==> src/rtl/mvm_pkg.sv <==
// Shared types and helpers for the matrix-vector MAC array.
package mvm_pkg;

  typedef enum logic [1:0] {
    IDLE    = 2'd0,
    COMPUTE = 2'd1,
    DONE    = 2'd2
  } state_t;

  // clog2 that never returns less than 1, so counters are always at least one bit wide
  function automatic int clog2_min1(input int n);
    return (n <= 2) ? 1 : $clog2(n);
  endfunction

  // Accumulator width: full-precision product plus growth for COLS additions
  function automatic int acc_width(input int width, input int cols);
    return 2 * width + clog2_min1(cols);
  endfunction

  // True when acc does not fit in a signed ow-bit value
  function automatic logic out_of_range(input logic signed [63:0] acc, input int ow);
    logic signed [63:0] hi;
    logic signed [63:0] lo;
    hi = (64'sd1 <<< (ow - 1)) - 64'sd1;
    lo = -(64'sd1 <<< (ow - 1));
    return (acc > hi) || (acc < lo);
  endfunction

  // Saturating conversion when sat=1; otherwise the value passes through and the
  // caller keeps only the low ow bits, which is plain two's-complement truncation
  function automatic logic signed [63:0] convert_out(input logic signed [63:0] acc,
                                                     input int ow, input logic sat);
    logic signed [63:0] hi;
    logic signed [63:0] lo;
    hi = (64'sd1 <<< (ow - 1)) - 64'sd1;
    lo = -(64'sd1 <<< (ow - 1));
    if (sat && (acc > hi)) return hi;
    if (sat && (acc < lo)) return lo;
    return acc;
  endfunction

endpackage

==> src/rtl/mvm_mac_lane.sv <==
// One signed multiply-accumulate lane with zero-skip accumulation.
module mvm_mac_lane #(
  parameter int WIDTH = 8,
  parameter int ACC_W = 18
) (
  input  logic                    clk,
  input  logic                    rst_n,
  input  logic                    clear,
  input  logic                    first,
  input  logic                    en,
  input  logic signed [WIDTH-1:0] a,
  input  logic signed [WIDTH-1:0] b,
  output logic signed [ACC_W-1:0] acc_next
);

  logic signed [2*WIDTH-1:0] prod;
  logic signed [ACC_W-1:0]   acc;
  logic signed [ACC_W-1:0]   base;

  assign prod = a * b;

  // Next accumulator value; a new row restarts from zero, zero operands leave it untouched
  always_comb begin
    base     = first ? '0 : acc;
    acc_next = base;
    if (en && (a != '0) && (b != '0)) acc_next = base + ACC_W'(prod);
  end

  // Accumulator register; masked (disabled) lanes hold their value
  always_ff @(posedge clk or negedge rst_n) begin
    if (!rst_n)     acc <= '0;
    else if (clear) acc <= '0;
    else if (en)    acc <= acc_next;
  end

endmodule

==> src/rtl/matrix_vector_mac_array.sv <==
// Signed ROWS x COLS matrix times COLS vector, LANES rows computed per pass.
module matrix_vector_mac_array
  import mvm_pkg::*;
#(
  parameter int ROWS      = 4,
  parameter int COLS      = 4,
  parameter int WIDTH     = 8,
  parameter int LANES     = 2,
  parameter int OUT_WIDTH = 16
) (
  input  logic                        clk,
  input  logic                        rst_n,
  input  logic                        in_valid,
  output logic                        in_ready,
  input  logic                        sat_mode,
  input  logic [ROWS*COLS*WIDTH-1:0]  matrix_a,
  input  logic [COLS*WIDTH-1:0]       vector_b,
  output logic                        out_valid,
  input  logic                        out_ready,
  output logic [ROWS*OUT_WIDTH-1:0]   vector_c,
  output logic [ROWS-1:0]             ovf,
  output logic                        busy
);

  localparam int ACC_W = acc_width(WIDTH, COLS);
  localparam int RB_W  = clog2_min1(ROWS + LANES + 1);
  localparam int K_W   = clog2_min1(COLS);

  state_t                  state;
  logic [RB_W-1:0]         rb;
  logic [K_W-1:0]          k;
  logic signed [WIDTH-1:0] a_reg [ROWS][COLS];
  logic signed [WIDTH-1:0] b_reg [COLS];
  logic                    sat_reg;
  logic signed [ACC_W-1:0] row_acc [ROWS];
  logic signed [WIDTH-1:0] lane_a [LANES];
  logic signed [WIDTH-1:0] lane_b [LANES];
  logic                    lane_en [LANES];
  logic signed [ACC_W-1:0] lane_next [LANES];
  logic [ROWS*OUT_WIDTH-1:0] c_next;
  logic [ROWS-1:0]         ovf_next;
  logic                    accept;
  logic                    computing;
  logic                    last_col;
  logic                    first_col;

  assign accept    = in_valid && in_ready;
  assign computing = (state == COMPUTE);
  assign last_col  = (k == K_W'(COLS - 1));
  assign first_col = computing && (k == '0);

  // Control FSM with registered handshake/status outputs
  always_ff @(posedge clk or negedge rst_n) begin
    if (!rst_n) begin
      state     <= IDLE;
      rb        <= '0;
      k         <= '0;
      in_ready  <= 1'b1;
      busy      <= 1'b0;
      out_valid <= 1'b0;
      sat_reg   <= 1'b0;
    end else begin
      case (state)
        IDLE: begin
          if (accept) begin
            state    <= COMPUTE;
            rb       <= '0;
            k        <= '0;
            in_ready <= 1'b0;
            busy     <= 1'b1;
            sat_reg  <= sat_mode;
          end
        end
        COMPUTE: begin
          if (last_col) begin
            k  <= '0;
            rb <= rb + RB_W'(LANES);
            if ((rb + RB_W'(LANES)) >= RB_W'(ROWS)) state <= DONE;
          end else begin
            k <= k + K_W'(1);
          end
        end
        DONE: begin
          if (!out_valid) begin
            out_valid <= 1'b1;
          end else if (out_ready) begin
            out_valid <= 1'b0;
            state     <= IDLE;
            in_ready  <= 1'b1;
            busy      <= 1'b0;
          end
        end
        default: state <= IDLE;
      endcase
    end
  end

  // Operand capture on accept
  always_ff @(posedge clk or negedge rst_n) begin
    if (!rst_n) begin
      for (int r = 0; r < ROWS; r++)
        for (int c = 0; c < COLS; c++) a_reg[r][c] <= '0;
      for (int c = 0; c < COLS; c++) b_reg[c] <= '0;
    end else if (accept) begin
      for (int r = 0; r < ROWS; r++)
        for (int c = 0; c < COLS; c++) a_reg[r][c] <= matrix_a[(r*COLS+c)*WIDTH +: WIDTH];
      for (int c = 0; c < COLS; c++) b_reg[c] <= vector_b[c*WIDTH +: WIDTH];
    end
  end

  // Lane row/column select; lanes past the last row and all lanes outside COMPUTE see zero operands
  always_comb begin
    for (int l = 0; l < LANES; l++) begin
      lane_a[l]  = '0;
      lane_b[l]  = '0;
      lane_en[l] = 1'b0;
      for (int r = 0; r < ROWS; r++) begin
        if (computing && ((rb + RB_W'(l)) == RB_W'(r))) begin
          lane_en[l] = 1'b1;
          for (int c = 0; c < COLS; c++) begin
            if (k == K_W'(c)) begin
              lane_a[l] = a_reg[r][c];
              lane_b[l] = b_reg[c];
            end
          end
        end
      end
    end
  end

  for (genvar l = 0; l < LANES; l++) begin : g_lane
    mvm_mac_lane #(
      .WIDTH (WIDTH),
      .ACC_W (ACC_W)
    ) u_lane (
      .clk      (clk),
      .rst_n    (rst_n),
      .clear    (accept),
      .first    (first_col),
      .en       (lane_en[l]),
      .a        (lane_a[l]),
      .b        (lane_b[l]),
      .acc_next (lane_next[l])
    );
  end

  // Row result store: each lane's final sum lands in its row at the end of a pass
  always_ff @(posedge clk or negedge rst_n) begin
    if (!rst_n) begin
      for (int r = 0; r < ROWS; r++) row_acc[r] <= '0;
    end else if (accept) begin
      for (int r = 0; r < ROWS; r++) row_acc[r] <= '0;
    end else if (computing && last_col) begin
      for (int l = 0; l < LANES; l++)
        for (int r = 0; r < ROWS; r++)
          if (lane_en[l] && ((rb + RB_W'(l)) == RB_W'(r))) row_acc[r] <= lane_next[l];
    end
  end

  // Per-row conversion to the output width and overflow detection
  always_comb begin
    c_next   = '0;
    ovf_next = '0;
    for (int r = 0; r < ROWS; r++) begin
      c_next[r*OUT_WIDTH +: OUT_WIDTH] = OUT_WIDTH'(convert_out(64'(row_acc[r]), OUT_WIDTH, sat_reg));
      ovf_next[r] = out_of_range(64'(row_acc[r]), OUT_WIDTH);
    end
  end

  // Result registers: loaded on the first DONE cycle, retained until the next result
  always_ff @(posedge clk or negedge rst_n) begin
    if (!rst_n) begin
      vector_c <= '0;
      ovf      <= '0;
    end else if ((state == DONE) && !out_valid) begin
      vector_c <= c_next;
      ovf      <= ovf_next;
    end
  end

endmodule

==> config.mk <==
export PLATFORM = sky130hd
export DESIGN_NAME = matrix_vector_mac_array
export DESIGN_NICKNAME = d
export VERILOG_FILES = /design/src/rtl/mvm_pkg.sv /design/src/rtl/mvm_mac_lane.sv /design/src/rtl/matrix_vector_mac_array.sv
export SDC_FILE = /design/constraint.sdc
export NUM_CORES = 1
export LEC_CHECK = 0
export ABC_AREA = 0
export CAP_MARGIN = 5
export CORE_MARGIN = 10
export CORE_UTILIZATION = 40
export DETAILED_ROUTE_END_ITERATION = 10
export PLACE_DENSITY = 0.64
export SETUP_SLACK_MARGIN = 0.15
export SLEW_MARGIN = 20
export SYNTH_ARGS = -nofsm -noshare
export SYNTH_HDL_FRONTEND = slang
export SYNTH_HIERARCHICAL = 1
export SYNTH_SLANG_ARGS = --single-unit
==> constraint.sdc <==
create_clock -name clk -period 19.69 [get_ports clk]
set_input_delay 4.9225 -clock clk [delete_from_list [all_inputs] [get_ports clk]]
set_output_delay 4.9225 -clock clk [all_outputs]
set_load 0.1 [all_outputs]
==> reports/qor.yml <==
final_layout:
  post-route-util: 0.4817
  final.fill_count: 5231
  finalInstanceArea_um2: 26590
  multiInputGateArea_um2: 12330
  seq_area_um2: 8660
  area_delta_synth_final_pct: 19.03
  largest_reg_flops: 128
  fin_nets: 3097
  drive_gt1_frac: 0.04463
  fin_cells: 3459
  insertedDiodeCount: 0
setup_path:
  startpoint: "k[1]$_DFFE_PN0P_"
  r2r-start: "k[1]$_DFFE_PN0P_"
  regToRegSetupSlack_ns: 11.76
  critical_path_class: "reg2reg"
  cp-endpoint: "row_acc[16]$_DFFE_PN0P_"
  critical_path_required_ns: 20.08
  cp_max_fo: 49
  endpoint_kind: "flip-flop"
  rr_endpoint: "row_acc[16]$_DFFE_PN0P_"
  crit_path_start_kind: "flip-flop"
  crit_arrival_ns: 8.33
  reg2regPathDepth: 25
grt:
  grt_pass1_wl_um: 100500
  grt_most_used_layer: "met2"
  grt_start_max_net_pins: 155
  grt.met2_usage: 0.2900
  met1_usage: 0.2611
  grt.overflow.total: 0
  antenna_found_initial: 1
  use_met3: 0.03762
  grt_pass1_vias: 18560
  grt_use_total: 0.1853
yosys:
  yosys.area.top_type: "dfrtp_1"
  syn_nets: 2935
  async_flop_share: 1.000
  synthTopCellsByArea: "dfrtp_1, fa_1, nand2_1"
  synth-seq-cells: 346
  synth.distinct_cells: 75
  syn_area_um2: 22340
  synth_warnings: 6
  seq_area_frac_synth: 0.3876
  synthCells: 2519
  yosysTopAreaCellShare: 0.3865
  syn_avg_cell_area_um2: 8.868
  synth_edf_count: 0
  synth_ff_type: "dfrtp_1"
clock_network:
  numCtsBuffers: 41
  cts.sinks: 346
  cts_max_level: 2
  cts_resized: 0
  postCtsSetupBuffers: 0
  holdBufCountCts: 0
  clk_latency_ns: 0.56
  cts-root-buf: "clkbuf_16"
  cts_tree: "yes"
  clock_path_buffers: 3
  clk_pin_slew_ns: 0.05
sta:
  max_slew.worst_pin.slew_ns: 1.016
  finalHoldViolCount: 0
  max_freq_mhz: 126.0
  setup_viol: 0
  final_max_slew_viol_count: 0
  clock_skew_ns: 0.01826
  post-route-period-util: 0.4029
  rsz0062_at_grt: "no"
  period_minus_slack_ns: 7.934
  fin_tns_setup_ns: 0
  max_slew_margin: 0.3203
  fin_hold_ws_ns: 0.4702
route:
  drtIter0Drc: 1511
  drc: 0
  ant_nets: 0
  viasPerCell: 5.175
  vias: 17901
  routed_wl_um: 61050
  drt_pass1_iterations: 5
  wl_per_cell_um: 17.65
placed_design:
  place_congestion: 0.8562
  portBuffers: 235
  place_inst: 3386
  hpwl_um: 45510
  dpl-instance-area_um2: 25230
power:
  ir_worst_vdd_mv: 0.1279
  cellPowerDensity_nw_per_um2: 178.2
  p_leak_nw: 12.80
floorplan:
  die_y_um: 256.3
  coreArea_um2: 55200
  dieArea_um2: 65700
  row_count: 86
  boundaryPins: 236
  die_w_um: 256.3
  initial_core_util: 0.4047
flow_run:
  max_cap_viol_count: 0
outcome:
  status: "complete, no violations"
min_path:
  hold_class: "reg2reg"
-- final cells by class --
cell class	instances	share of cell area
inverter	207	0.02950
multi-input combinational	1830	0.4639
clock buffer	58	0.04334
timing repair buffer	255	0.09491
tap	748	0.03520
sequential	346	0.3257
clock inverter	15	0.007482
-- cell families after synthesis --
logic type | after synthesis | share of synthesized area
flip-flops | 346 | 0.3876
multiplexers | 23 | 0.01103
buffers and inverters | 343 | 0.06211
AND/OR/NAND/NOR | 1070 | 0.2032
adder cells (fa/ha/maj) | 251 | 0.1944
AO/OA/AOI/OAI | 457 | 0.1303
XOR/XNOR | 29 | 0.01137
-- where the power goes --
group	internal [mW]	leakage (nW)	switching [mW]
Sequential	1.04	4.34	0.200
Clock	0.462	0.653	0.304
Combinational	0.915	7.81	1.82
-- critical path, stage by stage (launching register included) --
cell,delay [ns]
dfrtp_1,0.40
inv_1,0.08
ha_2,0.16
buf_4,0.31
nor2b_4,0.16
buf_4,0.47
a221o_1,0.23
a22oi_1,0.11
nor2_1,0.59
and2_1,0.68
inv_1,0.12
fa_1,0.51
inv_1,0.05
fa_1,0.48
fa_1,0.56
fa_1,0.42
fa_1,0.44
ha_1,0.34
o21ai_0,0.19
a21oi_1,0.10
o221a_2,0.29
o2111a_1,0.24
or3_1,0.38
a32o_1,0.30
nand2_1,0.07
a21oi_1,0.06
-- placed cells by master, fill, tap and decap left out, drive strengths merged, types with 24 or more instances in the layout --
cell type	netlist	final
nand2	730	730
nand2b	29	29
a21oi	189	189
and2	70	70
a221o	28	28
dfrtp	345	345
inv	205	206
nor2b	27	27
ha	91	91
fa	160	160
clkdlybuf4s50	0	234
o21ai	91	91
a22oi	29	29
xnor2	24	24
nor2	151	151
clkbuf	79	58
-- cell usage after synthesis (17+ instances only) --
| library cell | count |
|---|---|
| a221oi_1 | 17 |
| buf_2 | 29 |
| fa_1 | 160 |
| xnor2_1 | 24 |
| a21oi_1 | 188 |
| nor2_1 | 147 |
| ha_1 | 91 |
| o21ai_0 | 81 |
| inv_1 | 205 |
| a22oi_1 | 29 |
| a221o_1 | 28 |
| and2_1 | 69 |
| nor2b_1 | 27 |
| clkbuf_1 | 79 |
| nand2_1 | 729 |
| nand2b_1 | 29 |
| dfrtp_1 | 345 |
| buf_1 | 17 |
-- worst min-delay path by stage --
| stage | from | to | depth (start not counted) |
|---|---|---|---|
| finish | a_reg[15]$_DFFE_PN0P_ | a_reg[15]$_DFFE_PN0P_ | 2 |
| global route | b_reg[20]$_DFFE_PN0P_ | b_reg[20]$_DFFE_PN0P_ | 2 |
| CTS | a_reg[78]$_DFFE_PN0P_ | a_reg[78]$_DFFE_PN0P_ | 2 |
| detailed placement | a_reg[78]$_DFFE_PN0P_ | a_reg[78]$_DFFE_PN0P_ | 2 |
| global placement | a_reg[78]$_DFFE_PN0P_ | a_reg[78]$_DFFE_PN0P_ | 2 |
| floorplan | a_reg[78]$_DFFE_PN0P_ | a_reg[78]$_DFFE_PN0P_ | 2 |
-- metrics by stage --
| stage | power (mW) | worst slack (ns) |
|---|---|---|
| floorplan | 3.233 | 12.94 |
| global placement | 3.901 | 11.86 |
| detailed placement | 3.964 | 11.77 |
| CTS | 4.757 | 11.73 |
| global route | 5.131 | 11.24 |
| finish | 4.739 | 11.76 |
-- routing by layer --
metal / up-vias / wire length, µm
met3: 58 / 4049
met5: - / 0
met1: 8815 / 28410
met2: 527 / 27720
met4: 0 / 868
li1: 8501 / -
Note: power is estimated with default switching activity, not from simulation.
==> RTL change (config.mk and constraints unchanged) <==
Make the reset (`rst_n`) synchronous in 5 clocked blocks.
--- a/src/rtl/mvm_mac_lane.sv
+++ b/src/rtl/mvm_mac_lane.sv
@@ -27,7 +27,7 @@
   end
 
   // Accumulator register; masked (disabled) lanes hold their value
-  always_ff @(posedge clk or negedge rst_n) begin
+  always_ff @(posedge clk) begin
     if (!rst_n)     acc <= '0;
     else if (clear) acc <= '0;
     else if (en)    acc <= acc_next;
--- a/src/rtl/matrix_vector_mac_array.sv
+++ b/src/rtl/matrix_vector_mac_array.sv
@@ -50,7 +50,7 @@
   assign first_col = computing && (k == '0);
 
   // Control FSM with registered handshake/status outputs
-  always_ff @(posedge clk or negedge rst_n) begin
+  always_ff @(posedge clk) begin
     if (!rst_n) begin
       state     <= IDLE;
       rb        <= '0;
@@ -96,7 +96,7 @@
   end
 
   // Operand capture on accept
-  always_ff @(posedge clk or negedge rst_n) begin
+  always_ff @(posedge clk) begin
     if (!rst_n) begin
       for (int r = 0; r < ROWS; r++)
         for (int c = 0; c < COLS; c++) a_reg[r][c] <= '0;
@@ -145,7 +145,7 @@
   end
 
   // Row result store: each lane's final sum lands in its row at the end of a pass
-  always_ff @(posedge clk or negedge rst_n) begin
+  always_ff @(posedge clk) begin
     if (!rst_n) begin
       for (int r = 0; r < ROWS; r++) row_acc[r] <= '0;
     end else if (accept) begin
@@ -168,7 +168,7 @@
   end
 
   // Result registers: loaded on the first DONE cycle, retained until the next result
-  always_ff @(posedge clk or negedge rst_n) begin
+  always_ff @(posedge clk) begin
     if (!rst_n) begin
       vector_c <= '0;
       ovf      <= '0;
Function: not settled (the Yosys comparison gave no result); the edit may change what the design does.
==> RTL change against the unedited design <==
- via count decreased by 14%
- critical path type unchanged
- final area down 1.8%
- area after synthesis fell by 2.4%
- utilization rose by 0.27 points
- final cell count decreased by 14%
- setup slack worse by 500 ps
- count of clock-buffer cells in the layout decreased by 2
- sequential cell count unchanged
- die area shrank 2.2%
- wire length decreased by 11%
- sequential share of layout area increased by 2.8 points
- first-iteration DRC count is 35% lower
Power is not compared: it rests on default switching activity, and its combinational part moved more than twofold at a synthesized area within 25%.
==> RTL change: results (changes against the unedited design) <==
- Status: finished clean (unchanged)
- Cells after synthesis: 2054 (was 2519)
- Sequential share of the synthesized area: 42.4% (was 38.8%)
- Multiplexer area fraction after synthesis: 1.01% (was 1.10%)
- Crit path time final: 8440 ps (was 7930 ps)
- Largest net degree at the start of global routing: 104 (was 155)
- Placed Cells: 2897 (was 3386)
- Hold Path Sink: ovf[2] (was a_reg[15])
- Layout Utilization: 48.4% (was 48.2%)
- Layout Nets: 2658 (was 3097)
- Min-delay src: ovf[2] (was a_reg[15])
- Sequential cell area share: 35.4% (was 32.6%)
- Adder-cell share of the synthesized area: 19.9% (was 19.4%)
- Synth unique cells: 74 (was 75)
- NonClk Buf Share: 9.90% (was 9.49%)
- Clk tree area frac: 5.01% (was 5.08%)
- Met3 usage in global routing: 3.90% (was 3.76%)
- R2R depth: 22 (was 25)
- DP Wirelength: 41300 um (was 45500 um)
- Gpl congestion: 0.827 (was 0.856)
- Metal3 WL: 3950 um (was 4050 um)
- Vias in the first global route: 16100 (was 18600)
- Met2 WL: 24200 um (was 27700 um)
- Synth area leaders: edfxtp_1 (32%), fa_1 (15%), dfxtp_1 (10%), and2_1 (8.6%), ha_1 (5.2%) (was dfrtp_1 (39%), fa_1 (14%), nand2_1 (12%), ha_1 (5.1%), a21oi_1 (4.2%))
- Routed wire length: 54500 um (was 61100 um)
- GR Util met2: 26.3% (was 29.0%)
- # fillers: 4904 (was 5231)
- Arr. time, crit path: 8750 ps (was 8330 ps)
- Critical path origin: k[1] (unchanged)
- Worst Hold Margin: 455 ps (was 470 ps)
- WL/cell: 18.4 um (was 17.6 um)
- Syn nets: 2469 (was 2935)
- Most frequent cell after synthesis: and2_1 (was nand2_1)
- Met1 usage: 23.7% (was 26.1%)
- Bufs w/o clock: 264 (was 255)
- Vias per cell: 5.16 (was 5.18)
- Wire length on met1: 25200 um (was 28400 um)
- EDFF count, synth: 232 (was 0)
- TritonRoute pass-1 iters: 6 (was 5)
- Initial antenna violation count: 0 (was 1)
- Pre-CTS setup slack: 11260 ps (was 11770 ps)
- GRT Overall Usage: 17.1% (was 18.5%)
- Post-CTS Setup Bufs: 0 (unchanged)
- Multi-input combinational area share: 43.3% (was 46.4%)
- Post-DP Area: 24800 um2 (was 25200 um2)
- Share of post-route cells with drive strength above 1: 6.64% (was 4.46%)
- Fraction of registers with async set/reset: 0% (was 100%)
- Cts bufs inserted: 40 (was 41)
- CP Max Fanout: 50 (was 49)
- Non-clk invs: 210 (was 207)
- Syn Area/Cell: 10.6 um2 (was 8.87 um2)
- Most frequent cells after synthesis: and2_1 (299), edfxtp_1 (232), inv_1 (207) (was nand2_1 (729), dfrtp_1 (345), inv_1 (205))
- First-pass GRT wire length: 88000 um (was 101000 um)
- End of the critical path: row_acc[1][14] (was row_acc[16])
[RTL change: worst max-delay path, stage by stage, from the launching register on]
cell and delay, ps:
dfxtp_1 380, inv_1 80, ha_2 510, nor2b_4 960, a221o_1 280, a22oi_1 70, o22ai_1 580, and2_1 690
inv_1 140, fa_1 520, inv_1 50, fa_1 480, fa_1 560, fa_1 420, fa_1 380, ha_1 390
a2111o_1 450, a31oi_1 310, o21ba_1 200, o21bai_1 70, a211oi_1 280, o21ai_0 160, and2_1 160
[RTL change: power groups by stage]
| stage | clock (mW) | combinational [mW] | sequential [mW] |
|---|---|---|---|
| 6_report | 0.740 | 0.248 | 0.838 |
| 5_1_grt | 0.784 | 0.275 | 0.841 |
| 4_1_cts | 0.751 | 0.248 | 0.838 |
| 3_5_place_dp | 0 | 0.246 | 0.853 |
| 3_3_place_gp | 0 | 0.241 | 0.852 |
| 2_1_floorplan | 0 | 0.156 | 0.852 |
